**src/rtl/nb_bb_updown_counter.sv**
```systemverilog
// N-digit, base-B up/down counter with parallel load, optional saturation and a
// combinational carry/borrow out for cascading further instances through eu.
module nb_bb_updown_counter #(
   parameter int N   = 4,
   parameter int B   = 10,
   parameter int SAT = 0,
   localparam int W  = (B <= 2) ? 1 : $clog2(B)
) (
   input  logic           clock,
   input  logic           reset,
   input  logic           ei,
   input  logic           up,
   input  logic           load,
   input  logic [N*W-1:0] d,
   output logic [N*W-1:0] q,
   output logic           eu
);

   localparam logic [W-1:0] DIG_MAX  = W'(B - 1);
   localparam logic [W-1:0] DIG_ZERO = {W{1'b0}};
   localparam logic [W:0]   B_EXT    = (W + 1)'(B);

   logic [N*W-1:0] q_r;
   logic [N*W-1:0] q_next_s;
   logic [N-1:0]   term_s;
   logic [N-1:0]   en_s;
   logic           eu_s;

   function automatic logic is_term(input logic [W-1:0] v, input logic dir);
      return dir ? (v == DIG_MAX) : (v == DIG_ZERO);
   endfunction

   function automatic logic [W-1:0] digit_step(input logic [W-1:0] v, input logic dir);
      logic [W-1:0] r;
      if (dir) begin
         r = (v == DIG_MAX) ? DIG_ZERO : v + {{(W-1){1'b0}}, 1'b1};
      end else begin
         r = (v == DIG_ZERO) ? DIG_MAX : v - {{(W-1){1'b0}}, 1'b1};
      end
      return r;
   endfunction

   // Out-of-range load digits collapse to zero so no digit can ever reach B.
   function automatic logic [W-1:0] sanitize(input logic [W-1:0] v);
      return ({1'b0, v} >= B_EXT) ? DIG_ZERO : v;
   endfunction

   // Per-digit terminal detection and the ripple enable chain.
   always_comb begin
      term_s = {N{1'b0}};
      en_s   = {N{1'b0}};
      for (int i = 0; i < N; i++) begin
         term_s[i] = is_term(q_r[i*W +: W], up);
      end
      en_s[0] = ei;
      for (int i = 1; i < N; i++) begin
         en_s[i] = en_s[i-1] & term_s[i-1];
      end
      eu_s = en_s[N-1] & term_s[N-1] & ~load;
   end

   // Next-state selection: load, saturating hold, or per-digit step.
   always_comb begin
      q_next_s = q_r;
      if (load) begin
         for (int i = 0; i < N; i++) begin
            q_next_s[i*W +: W] = sanitize(d[i*W +: W]);
         end
      end else if ((SAT != 0) && eu_s) begin
         q_next_s = q_r;
      end else begin
         for (int i = 0; i < N; i++) begin
            if (en_s[i]) begin
               q_next_s[i*W +: W] = digit_step(q_r[i*W +: W], up);
            end else begin
               q_next_s[i*W +: W] = q_r[i*W +: W];
            end
         end
      end
   end

   // Count register with asynchronous clear.
   always_ff @(posedge clock or posedge reset) begin
      if (reset) begin
         q_r <= {(N*W){1'b0}};
      end else begin
         q_r <= q_next_s;
      end
   end

   assign q  = q_r;
   assign eu = eu_s;

endmodule

```
**config.mk**
```make
export PLATFORM = sky130hd
export DESIGN_NAME = nb_bb_updown_counter
export DESIGN_NICKNAME = d
export VERILOG_FILES = /design/src/rtl/nb_bb_updown_counter.sv
export SDC_FILE = /design/constraint.sdc
export NUM_CORES = 1
export LEC_CHECK = 0
export ABC_AREA = 0
export CAP_MARGIN = 25
export CORE_UTILIZATION = 55
export CTS_BUF_LIST = sky130_fd_sc_hd__clkbuf_4
export CTS_CLUSTER_DIAMETER = 50
export CTS_CLUSTER_SIZE = 28
export DETAILED_ROUTE_END_ITERATION = 8
export HOLD_SLACK_MARGIN = 0.03
export PLACE_DENSITY = 0.85
export SLEW_MARGIN = 10
export SYNTH_ARGS = -nofsm -noshare
export SYNTH_HDL_FRONTEND = slang
export SYNTH_SLANG_ARGS = --single-unit
```
**constraint.sdc**
```tcl
create_clock -name clock -period 3.4 [get_ports clock]
set_input_delay 0.68 -clock clock [delete_from_list [all_inputs] [get_ports clock]]
set_output_delay 0.68 -clock clock [all_outputs]
set_load 0.005 [all_outputs]
```
=== After elaboration in Yosys (flattened, before gate mapping) ===
Index checks and enable logic that the tools add are counted.

* Register bits: 16
* Bits of input ports: 21
* Word-level logic and storage cells: 59

* Add/subtract/negate cells: 8
* Magnitude comparators: 4
* Equality and inequality tests: 4
* Muxes and demuxes: 25
* Bitwise gates (word level): 6
* Reduce and logical (&&, ||, !) cells: 8

{| class="wikitable"
|+ Operators by type and width
! operator !! number
|-
| 4-bit 2-to-1 mux || 20
|-
| 4-bit by 1-bit adder with 4-bit output (second input constant) || 4
|-
| 4-bit equality test (second input constant) || 4
|-
| 4-bit greater-or-equal comparator (second input constant) || 4
|-
| 4-bit zero test || 4
|-
| 16-bit 2-to-1 mux || 1
|-
| 4-bit by 1-bit subtractor with 4-bit output (second input constant) || 4
|-
| 2-bit nonzero test || 4
|-
| 1-bit AND || 5
|-
| 1-bit 2-to-1 mux || 4
|-
| 1-bit NOT || 1
|}

=== Depth between registers and ports, before layout ===
* Depth after elaboration: 7
* Mapped depth: 8

=== Worst setup path after synthesis ===
OpenSTA, ideal clock, no wires.

* Path type: input port to output port
* From: input ei
* To: output eu
* Data arrival time: 1.915 ns
* Data required time: 2.720 ns
* Slack: 0.805 ns
* Stages: 5
* Cell sequence: buf_4 > or3b_4 > or4_1 > a21oi_1 > and3_1

* Cells in the longest elaborated chain, start to end: 5

{| class="wikitable"
|+ RTL lines
! what !! line !! source
|-
| start, declared || 11 || <nowiki>input logic ei,</nowiki>
|-
| 1-bit AND (3 in a row) || 57 || <nowiki>en_s[i] = en_s[i-1] & term_s[i-1];</nowiki>
|-
| 1-bit AND (2 in a row) || 59 || <nowiki>eu_s = en_s[N-1] & term_s[N-1] & ~load;</nowiki>
|-
| end, declared || 16 || <nowiki>output logic eu</nowiki>
|}

No other way between the ends.

=== Worst setup path after layout ===
Ends and elaborated chain as after synthesis.

==> out/metrics.csv <==
stage;metric;value;unit
synthesis;Synth top cells by count;dfrtp_1 (16), o21ai_0 (15), clkbuf_1 (14), nand3_1 (14), nand2_1 (12);
sta;RSZ-0062 raised after global routing;false;
worst_setup_path;crit path launch type;input pin;
die;die area;0.00297;sq mm
synthesis;Distinct cells, synth;50;
drt;Wirelength per Cell;15.1;um
die;Die X;54.5;um
worst_hold_path;Hold Crit Depth;2;
die;starting density of the core;59.6;%
worst_setup_path;CP Data Arrival Time;2.52;ns
drt;Residual DRC;0;
global_route;gr ovfl total;0;
sta;Worst-Margin Slew;0.661;ns
worst_setup_path;cell with the largest stage delay on the worst path;clkdlybuf4s50_1;
drt;antenna viol nets, final;0;
global_route;largest net degree at the start of global routing;38;
synthesis;mean post-synth cell area;7.70;sq um
pwr;Max VDD drop;0.000243;V
drt;vias per cell;6.33;
sta;pins over their slew limit;0;
final_layout;Antenna Cells;0;
synthesis;Synth Instances;197;
sta;final count of hold timing violations;0;
pwr;pwr/cell area;318;mW/mm^2
clock_network;H-tree Lvls;1;
pwr;P_leak;0.709;nW
worst_setup_path;Crit Reg-Reg Startpoint;q[1];
worst_hold_path;min-delay src;q[3];
drt;via count;1575;
final_layout;Final #Nets;241;
die;core area;0.00254;sq mm
place;GP Congestion;0.845;
final_layout;Largest register FFs;16;
sta;hold_ws;0.739;ns
synthesis;cell taking the most area after synthesis;dfrtp_1;
final_layout;post-route cell area;0.00189;sq mm
drt;drt first pass iters;4;
worst_setup_path;cell family with most CP delay;simple AND/OR/NAND/NOR gates;
pwr;total power;0.600;mW
worst_setup_path;Critical R2R Capture;q[15];
synthesis;Synth top area share;26.4;%
die;I/O Pins;38;
worst_hold_path;Min-Delay Path Class;reg2reg;
drt;final wirelength;3750;um
global_route;first-pass GRT wire length;5620;um
clock_network;Clock Sinks;16;
die;std cell rows;18;
global_route;initial antenna violation count;0;
synthesis;flops & latches, synth;16;
sta;final setup TNS;0;ns
synthesis;ys flop type;dfrtp_1;
final_layout;final std cells w/o fill;249;
synthesis;yosys warns;0;
synthesis;sequential element share of the synthesized area;26.4;%
sta;Tcrit/Tclk final;94.2;%
worst_setup_path;Critical Path Max Stage Delay;0.48;ns
final_layout;layout cell share with drive strength beyond 1;7.31;%
clock_network;post-CTS setup buffer count;0;
sta;Rel. slew slack;55.9;%
die;Die H;54.5;um
synthesis;most common cell in the synthesized netlist;dfrtp_1;
final_layout;Area Growth Syn to Fin;24.3;%
global_route;vias in the first global route;1328;
global_route;total track usage;26.3;%
worst_setup_path;r2r setup slk;1.20;ns
synthesis;Cell Area, Synth;0.00152;sq mm
worst_setup_path;worst path bufs/invs;2;
clock_network;insertion delay to the later sink of the worst-skew pair;0.30;ns
place;placed cells;245;
clock_network;root buf cell;clkbuf_4;
worst_setup_path;critical path cell sequence;clkdlybuf4s50_1 > or3b_4 > or4_1 > a21oi_1 > and3_1 > dlygate4sd2_1;
clock_network;CTS buffer count;3;
sta;Worst Skew;0.00733;ns
synthesis;syn_nets;218;
place;dpl hpwl;2670;um
sta;endpoints failing setup;0;
worst_setup_path;r2r worst-path depth;6;
flow_run;max cap viols;0;
worst_setup_path;Req. time, crit path;2.72;ns
synthesis;number of flops mapped to enable cells by yosys;0;
worst_hold_path;hold endpoint;q[3];
clock_network;Bufs on Longest Clock Path;2;
worst_setup_path;worst setup path class;in2out;
outcome;status;complete, no violations;
worst_setup_path;crit path max fanout;2;
place;Port-buffer cells;37;
clock_network;CTS tree;yes;
worst_setup_path;CP Capture Type;primary output;
sta;fmax;312;MHz
clock_network;Worst-path clk slew;0.11;ns
synthesis;top post-synthesis cells by area;dfrtp_1 (26%), mux2i_1 (6.6%), o21ai_0 (4.9%), nand3_1 (4.6%), clkbuf_1 (3.5%);
place;dpl cell area;0.00186;sq mm
final_layout;FILL cells;205;
synthesis;Async SR Flop Fraction;100;%
sta;Final Critical Period;3.20;ns
drt;Starting DRT DRC Count;48;
## repair_timing
action	4_1_cts	5_1_grt
hold endpoints to repair	0	0
resized for setup	1	0
setup endpoints to repair	1	0
hold buffers	0	0
## where the power goes
group	leakage, nW	switching [mW]	internal [mW]
logic	0.487	0.0937	0.130
registers	0.207	0.0530	0.209
clock network	0.0154	0.0718	0.0427
## logic make-up after synthesis
group / Yosys count / synth area share (%)
and+or+nand+nor: 74 / 28.0
AOI/OAI and AO/OA: 60 / 25.7
buffers and inverters: 29 / 8.49
DFF: 16 / 26.4
muxes: 11 / 7.34
xor gates and xnor gates: 7 / 4.04
## through the flow
step	utilization, %	setup WS [ns]
floorplan	-	0.805
global placement	73.2	-0.0458
detailed placement	73.2	-0.0848
CTS	74.1	0.187
global route	74.1	0.117
finish	74.1	0.196
## final cells by class
cell class	instances	area [sq um]	area share, %
sequential	16	400	21.2
tap	30	37.5	1.99
timing repair buffer	41	412	21.8
multi-input combinational	152	988	52.4
clock inverter	1	3.75	0.199
clock buffer	3	22.5	1.19
inverter	6	22.5	1.19
## how the worst max path moves through the flow
stage                     from  endpoint  slack (ns)  cells after the start
after floorplan             ei        eu        0.81                      5
after global placement      ei        eu       -0.05                      6
after detailed placement    ei        eu       -0.08                      6
after CTS                   ei        eu        0.19                      6
after global routing        ei        eu        0.12                      6
final                       ei        eu        0.20                      6
## cells in the final DEF (no fill, tap or decap), types with 8 or more instances in the layout
cell type        count
nand3_1             14
nand2_1             12
a21oi_1              9
dfrtp_1             16
o21ai_0             15
nor2_1              11
o21ai_1              8
clkdlybuf4s50_1     36
mux2i_1             10
## worst reg2reg max path, stage by stage (launching register included)
cell and delay [ns]:
dfrtp_1 0.51, or3b_4 0.44, buf_4 0.15, a21o_4 0.20
nor4_4 0.46, mux2i_1 0.25, o21ai_1 0.08
## layer usage
layer	share of wire [%]	track usage (%)
met3	6.4	2.78
met1	43	33.1
met4	0.37	10.7
met2	50	45.3
met5	0	0
Power figures use the tool's default switching activity.
